===== src/rtl/cnn_pkg.sv =====
// Shared definitions for the CNN datapath blocks: operand/accumulator widths,
// MAC engine FSM encoding and the signed accumulator limits.
// Relies on the global `WIDTH macro; it defaults to 8 when not supplied.
`ifndef WIDTH
`define WIDTH 8
`endif

package cnn_pkg;

  localparam int OP_W  = `WIDTH;
  localparam int ACC_W = 2 * `WIDTH;

  typedef enum logic [1:0] {
    IDLE = 2'd0,
    ACC  = 2'd1,
    HOLD = 2'd2
  } state_t;

  localparam logic signed [ACC_W-1:0] ACC_MAX = {1'b0, {(ACC_W-1){1'b1}}};
  localparam logic signed [ACC_W-1:0] ACC_MIN = {1'b1, {(ACC_W-1){1'b0}}};

endpackage


===== src/rtl/mac_sat_add.sv =====
// Combinational 2*WIDTH signed adder used by the MAC engine for both the
// bias+product and the acc+product terms.
// Optional feature macro: MAC_SAT_EN -- when defined the sum clamps to the
// signed 2*WIDTH range; otherwise it wraps in two's complement.
`ifndef WIDTH
`define WIDTH 8
`endif

module mac_sat_add
  import cnn_pkg::*;
(
  input  logic [ACC_W-1:0] a,
  input  logic [ACC_W-1:0] b,
  output logic [ACC_W-1:0] y
);

  logic signed [ACC_W-1:0] a_s;
  logic signed [ACC_W-1:0] b_s;

  assign a_s = a;
  assign b_s = b;

`ifdef MAC_SAT_EN
  // One guard bit catches overflow: it disagrees with the sign bit only when
  // the true sum is outside the representable range.
  function automatic logic signed [ACC_W-1:0] sat(input logic signed [ACC_W:0] s);
    if (s[ACC_W] != s[ACC_W-1])
      sat = s[ACC_W] ? ACC_MIN : ACC_MAX;
    else
      sat = s[ACC_W-1:0];
  endfunction

  logic signed [ACC_W:0] sum_wide;

  assign sum_wide = $signed({a_s[ACC_W-1], a_s}) + $signed({b_s[ACC_W-1], b_s});
  assign y        = sat(sum_wide);
`else
  logic signed [ACC_W-1:0] sum_wrap;

  assign sum_wrap = a_s + b_s;
  assign y        = sum_wrap;
`endif

endmodule


===== src/rtl/conv_mac_acc.sv =====
// Streaming signed multiply-accumulate engine. Collects KLEN (x, w) pairs per
// kernel window, adds a per-window bias sampled with the first pair, and
// presents the 2*WIDTH sum until the activation stage takes it.
// Optional feature macro: MAC_SAT_EN (saturating accumulation, see mac_sat_add).
`ifndef WIDTH
`define WIDTH 8
`endif

module conv_mac_acc
  import cnn_pkg::*;
#(
  parameter int KLEN = 9
) (
  input  logic             clk,
  input  logic             rst_n,
  input  logic             in_valid,
  output logic             in_ready,
  input  logic [OP_W-1:0]  x,
  input  logic [OP_W-1:0]  w,
  input  logic [ACC_W-1:0] bias,
  output logic             out_valid,
  input  logic             out_ready,
  output logic [ACC_W-1:0] acc_out
);

  localparam int              CNT_W  = $clog2(KLEN + 1);
  localparam logic [CNT_W-1:0] LAST  = CNT_W'(KLEN - 1);
  localparam logic [CNT_W-1:0] ONE   = CNT_W'(1);
  localparam bit              SINGLE = (KLEN == 1);

  state_t                  state;
  state_t                  state_nxt;
  logic [CNT_W-1:0]        cnt;
  logic signed [ACC_W-1:0] acc;

  logic                    accept;
  logic                    last_pair;
  logic signed [OP_W-1:0]  x_s;
  logic signed [OP_W-1:0]  w_s;
  logic signed [ACC_W-1:0] prod_p0;
  logic signed [ACC_W-1:0] addend_p0;
  logic [ACC_W-1:0]        sum_p0;

  assign in_ready  = (state != HOLD);
  assign out_valid = (state == HOLD);
  assign acc_out   = acc;
  assign accept    = in_valid && in_ready;

  // A pair closes the window either as the only pair (KLEN==1) or as pair KLEN.
  assign last_pair = (state == IDLE) ? SINGLE : (cnt == LAST);

  // Stage p0: full-precision product, then folded into the bias or running sum.
  assign x_s       = x;
  assign w_s       = w;
  assign prod_p0   = ACC_W'(x_s) * ACC_W'(w_s);
  assign addend_p0 = (state == IDLE) ? $signed(bias) : acc;

  mac_sat_add u_add (
    .a (addend_p0),
    .b (prod_p0),
    .y (sum_p0)
  );

  // FSM state register.
  always_ff @(posedge clk or negedge rst_n) begin
    if (!rst_n)
      state <= IDLE;
    else
      state <= state_nxt;
  end

  // Next-state decode: windows advance on accepts, results leave on handshake.
  always_comb begin
    state_nxt = state;
    case (state)
      IDLE:    if (accept) state_nxt = SINGLE ? HOLD : ACC;
      ACC:     if (accept && last_pair) state_nxt = HOLD;
      HOLD:    if (out_ready) state_nxt = IDLE;
      default: state_nxt = IDLE;
    endcase
  end

  // Accumulator and pair counter; both frozen outside accepts. The counter
  // tracks pairs of the window in progress, so it returns to 0 on the last one.
  always_ff @(posedge clk or negedge rst_n) begin
    if (!rst_n) begin
      acc <= '0;
      cnt <= '0;
    end else if (accept) begin
      acc <= $signed(sum_p0);
      if (last_pair)
        cnt <= '0;
      else if (state == IDLE)
        cnt <= ONE;
      else
        cnt <= cnt + ONE;
    end else if (state == HOLD && out_ready) begin
      cnt <= '0;
    end
  end

endmodule


===== config.mk =====
export PLATFORM = sky130hd
export DESIGN_NAME = conv_mac_acc
export DESIGN_NICKNAME = d
export VERILOG_FILES = /design/src/rtl/cnn_pkg.sv /design/src/rtl/mac_sat_add.sv /design/src/rtl/conv_mac_acc.sv
export SDC_FILE = /design/constraint.sdc
export NUM_CORES = 1
export LEC_CHECK = 0
export CAP_MARGIN = 20
export CORE_MARGIN = 2
export CORE_UTILIZATION = 40
export CTS_CLUSTER_DIAMETER = 30
export CTS_CLUSTER_SIZE = 28
export DETAILED_ROUTE_END_ITERATION = 6
export PLACE_DENSITY = 0.68
export SETUP_SLACK_MARGIN = 0.2
export SKIP_LAST_GASP = 1
export SYNTH_ARGS = -nofsm -noshare
export SYNTH_HDL_FRONTEND = slang
export SYNTH_SLANG_ARGS = --single-unit

===== constraint.sdc =====
create_clock -name clk -period 7.35 [get_ports clk]
set_input_delay 1.47 -clock clk [delete_from_list [all_inputs] [get_ports clk]]
set_output_delay 1.47 -clock clk [all_outputs]
set_load 0.01 [all_outputs]

Word level (Yosys, flattened, before mapping)

Index checks and enable logic that the tools add are counted.
Widths: inputs -> output; s select.

Flip-flop bits (word level): 22
Latch bits: 0
RAM bits: 0
Bits in read-only memories: 0
Input bits: 36
Output and inout port bits: 18
Logic and storage cells: 29
Memories: 0

Add/subtract/negate cells: 2
Multipliers: 1
Div/mod/pow operators: 0
Order comparisons: 0
Equality and inequality tests: 7
Shifts and indexed selects: 0
Muxes and demuxes: 10
Bitwise logic cells: 0
Reductions and logical operators: 6

Operators with widths:

| kind                | count |
|---|---|
| $add 16x16->16      | 1 |
| $mul 8x8->16        | 1 |
| $mux 16             | 1 |
| $mux 4              | 4 |
| $mux 2              | 3 |
| $ne 2x2->1 const B  | 3 |
| $pmux 2 s3          | 1 |
| $add 4x1->4 const B | 1 |
| $eq 4x4->1 const B  | 1 |
| $logic_and 1x1->1   | 3 |
| $reduce_and 3->1    | 1 |
| $eq 2x1->1 const B  | 1 |
| $eq 2x2->1 const B  | 1 |
| $logic_not 2->1     | 1 |
| $ne 2x1->1 const B  | 1 |
| $reduce_bool 2->1   | 1 |
| $mux 1              | 1 |

Logic depth before layout (Yosys ltp)

Gate-level depths: netlist of the first run.

Depth in word-level cells: 5
Mapped depth: 19
Mapped depth without buffers: 18

By module

Synthesis of the first run repeated with hierarchy kept, for this count alone.

Cells, all modules: 471
Area total of the unflattened synthesis: 4418.0 sq um

Modules (own cells, without submodules):

| module       | times used | cells an instance | area an instance (sq um) |
|---|---|---|---|
| conv_mac_acc | 1          | 367               | 3612.2 |
| mac_sat_add  | 1          | 104               | 805.8 |

Worst setup path before layout of the first run

OpenSTA, ideal clock, no wires.

Path kind: input to register
Start point: input port x[7]
End point: register acc[15], in the netlist acc_out[15]
Setup time: 0.123 ns
Arrival time: 5.558 ns
Path slack: 1.668 ns
Stages: 14
Path buffers: 0
Cell sequence: and2_1 -> inv_1 -> fa_1 -> inv_1 -> fa_1 -> fa_1 -> fa_1 -> fa_1 -> ha_1 -> or3_1 -> o32ai_2 -> a31oi_1 -> xnor2_1 -> o21ai_1

Word-level cells in the longest chain between the ends: 2

Ends and longest elaborated chain:

| item                 | line               | source |
|---|---|---|
| from (decl)          | conv_mac_acc.sv:18 | `input logic [OP_W-1:0] x,` |
| $mul 8x8->16         | conv_mac_acc.sv:55 | `assign prod_p0 = ACC_W'(x_s) * ACC_W'(w_s);` |
| $add 16x16->16       | mac_sat_add.sv:40  | `assign sum_wrap = a_s + b_s;` |
| to (signal assigned) | conv_mac_acc.sv:90 | `acc <= $signed(sum_p0);` |
| to (decl)            | conv_mac_acc.sv:34 | `logic signed [ACC_W-1:0] acc;` |

No other way between the ends.
A chain may end at the register's enable or synchronous reset.

Worst setup path after layout of the first run

Ends and elaborated chain as after synthesis.

==> qor.csv, run 1 <==
stage,metric,value,unit
synthesis,seq_area_frac_synth,13.96,%
drt,drtPass1Iterations,4,
sta,rsz0062_at_grt,no,
place,place_congestion,0.8121,
setup_path,critPathRequiredTime,7.48,ns
clock_tree,clockBufferDepth,2,
die,initial_utilization,40.71,%
final_layout,final_common_cell,inv_1,
sta,hold_viol,0,
die,fp.dieArea,10670,sq um
place,place_hpwl,7.308,mm
place,port_buffers,53,
clock_tree,postCtsSetupRepairBufs,0,
clock_tree,hold_buffers,0,
die,die_y,103.3,microns
sta,finalCritPeriodShare,87.66,%
clock_tree,cts_made_buffers,3,
synthesis,syn-cell-area,3943,sq um
clock_tree,cts_resized,0,
final_layout,fillers,910,
clock_tree,clkSinkCount,22,
flow_run,drv_cap,0,
sta,max_freq,155.2,MHz
setup_path,crit_type,primary input to register,
sta,tightestPinTransition,0.6261,ns
drt,ant_nets,0,
drt,drt-vias-per-instance,4.861,
synthesis,synth_cell_types,41,
synthesis,avgSynthCellArea,10.03,sq um
sta,setup_violations,0,
global_route,grt_pass1_vias,3083,
synthesis,async_flop_share,100.0,%
drt,wl_per_cell,14.39,microns
synthesis,syn-instance-count,393,
die,fp.dieW,103.3,microns
clock_tree,cts-root-buf,clkbuf_8,
synthesis,synth_seq_cells,22,
setup_path,crit_arrival,6.57,ns
sta,setup_tns,0,ns
run_status,outcome,finished clean,
sta,drv_slew,0,
synthesis,syn-num-nets,539,
drt,wl,8.361,mm
global_route,antenna_found_initial,0,
global_route,grtUsageTotal,17.55,%
drt,drc,0,
synthesis,synth_edf_count,0,
die,pin_count,54,
clock_tree,clkTransAtPathRegs,0.08,ns
synthesis,ys.flop_type,dfrtp_1,
sta,period_minus_slack,6.443,ns
clock_tree,cts_tree,done,
global_route,grt_pass1_wl,14.75,mm
clock_tree,clk_latency,0.26,ns
setup_path,setup.worst_path.start_class,primary input,
die,core-area,9684,sq um
setup_path,worst_setup_path_end_kind,register,
final_layout,layout_common_cells,"74 x inv_1, 71 x fa_1, 53 x clkdlybuf4s50_1",
global_route,grt_max_degree,28,
final_layout,final_nets,595,
final_layout,antennaDiodeCount,0,
synthesis,yosysWarnings,0,
global_route,grt.overflow.total,0,
drt,vias,2824,
final_layout,area_delta_synth_final,19.52,%
sta,max_slew_margin,58.16,%
sta,fin_skew,0.001288,ns
setup_path,cp_max_fo,8,
clock_tree,ctsHtreeMaxLevel,1,
hold_path,hp-class,register to register,
final_layout,final_layout_size_suffix_gt1_share,4.241,%
die,rows,36,
drt,drt_iter0_drc,86,
==> Yosys cell counts, drive strengths merged (2+ instances only) <==
cell	n	area share (%)
mux2	9	2.6
nor2	11	1.2
o21bai	2	0.38
clkbuf	2	0.19
and2	33	5.2
o31ai	2	0.38
nand3	3	0.38
nand2	40	3.9
o21ai	18	2.3
xnor2	15	3.3
a21oi	5	0.63
a21o	4	0.79
buf	2	0.25
o21a	2	0.38
mux2i	14	3.6
inv	74	7.0
nand2b	4	0.63
a211oi	2	0.51
ha	39	12
fa	71	36
dfrtp	22	14
xor2	6	1.3
==> cells by family (layout without fill, tap and decap cells) <==
group	after synthesis	in the layout	share of synthesized area, %
AND/OR/NAND/NOR	98	98	12.60
XOR/XNOR	21	21	4.665
buffers and inverters	78	133	7.490
flip-flops	22	22	13.96
AO/OA/AOI/OAI	41	41	6.728
adder cells (fa/ha/maj)	110	110	48.43
multiplexers	23	23	6.125
==> worst max-delay path: stages <==
cell             delay (ns)
clkdlybuf4s50_1        0.55
and2_1                 0.26
inv_1                  0.36
fa_1                   0.50
inv_1                  0.09
fa_1                   0.44
fa_1                   0.58
fa_1                   0.44
fa_1                   0.49
ha_1                   0.35
nand2_1                0.08
o21ai_1                0.13
o32ai_2                0.41
a31oi_1                0.16
xnor2_1                0.17
o21ai_1                0.08
==> final timing paths <==
path,startpoint,to,slack [ns],depth (start not counted)
worst max-delay path,x[7],acc_out[15]$_DFFE_PN0P_,0.91,16
worst min-delay path,state[1]$_DFFE_PN0P_,state[0]$_DFFE_PN0P_,0.53,1
worst max register to register,state[0]$_DFFE_PN0P_,acc_out[15]$_DFFE_PN0P_,1.94,17
worst min register to register,state[1]$_DFFE_PN0P_,state[0]$_DFFE_PN0P_,0.53,1
max in group asynchronous,rst_n,acc_out[13]$_DFFE_PN0P_,5.56,2
min in group asynchronous,rst_n,cnt[2]$_DFFE_PN0P_,1.42,1
==> layout make-up <==
class	count	area, sq um	share of cell area, %
Clock buffer	4	55.05	1.168
Inverter	74	277.8	5.895
Multi-Input combinational cell	293	3097	65.72
Sequential cell	22	550.5	11.68
Tap cell	133	166.4	3.532
Timing Repair Buffer	55	565.5	12.00
==> registers in the layout, indices dropped and copies added, names as in the netlist <==
| register | cells |
|---|---|
| acc_out | 16 |
| cnt | 4 |
| state | 2 |
==> routing by layer <==
layer / global-route usage (%) / wire, microns / share of wire [%]
met3: 1.949 / 232 / 2.8
met2: 31.47 / 4345 / 52
met4: 2.126 / 60 / 0.72
met1: 23.71 / 3723 / 45
met5: 0 / 0 / 0
==> through the flow <==
stage / cells / instance area, sq um / worst slack (ns) / hold slack, ns / utilization [%]
after floorplan: 393 / 3943 / 1.668 / 0.4820 / -
after global placement: 576 / 4629 / 0.8778 / 0.5107 / 47.80
after detailed placement: 576 / 4629 / 0.6209 / 0.5249 / 47.80
after CTS: 580 / 4684 / 0.8978 / 0.5366 / 48.37
after global routing: 581 / 4712 / 0.6473 / 0.5559 / 48.66
final: 581 / 4712 / 0.9068 / 0.5304 / 48.66
Power of run 1 is left out: the tool's default activity adds up to more than one toggle a clock period on the data nets, which glitch-free logic cannot reach.
==> run 2: changes to the inputs <==
--- a/config.mk
+++ b/config.mk
@@ -12,8 +12,6 @@
 export CTS_CLUSTER_SIZE = 28
 export DETAILED_ROUTE_END_ITERATION = 6
 export PLACE_DENSITY = 0.68
-export SETUP_SLACK_MARGIN = 0.2
-export SKIP_LAST_GASP = 1
 export SYNTH_ARGS = -nofsm -noshare
 export SYNTH_HDL_FRONTEND = slang
 export SYNTH_SLANG_ARGS = --single-unit
==> results of run 2 <==
Same layout as run 1: the final DEF is identical, and so are final timing and power.
Power of run 2 is left out for the same reason.
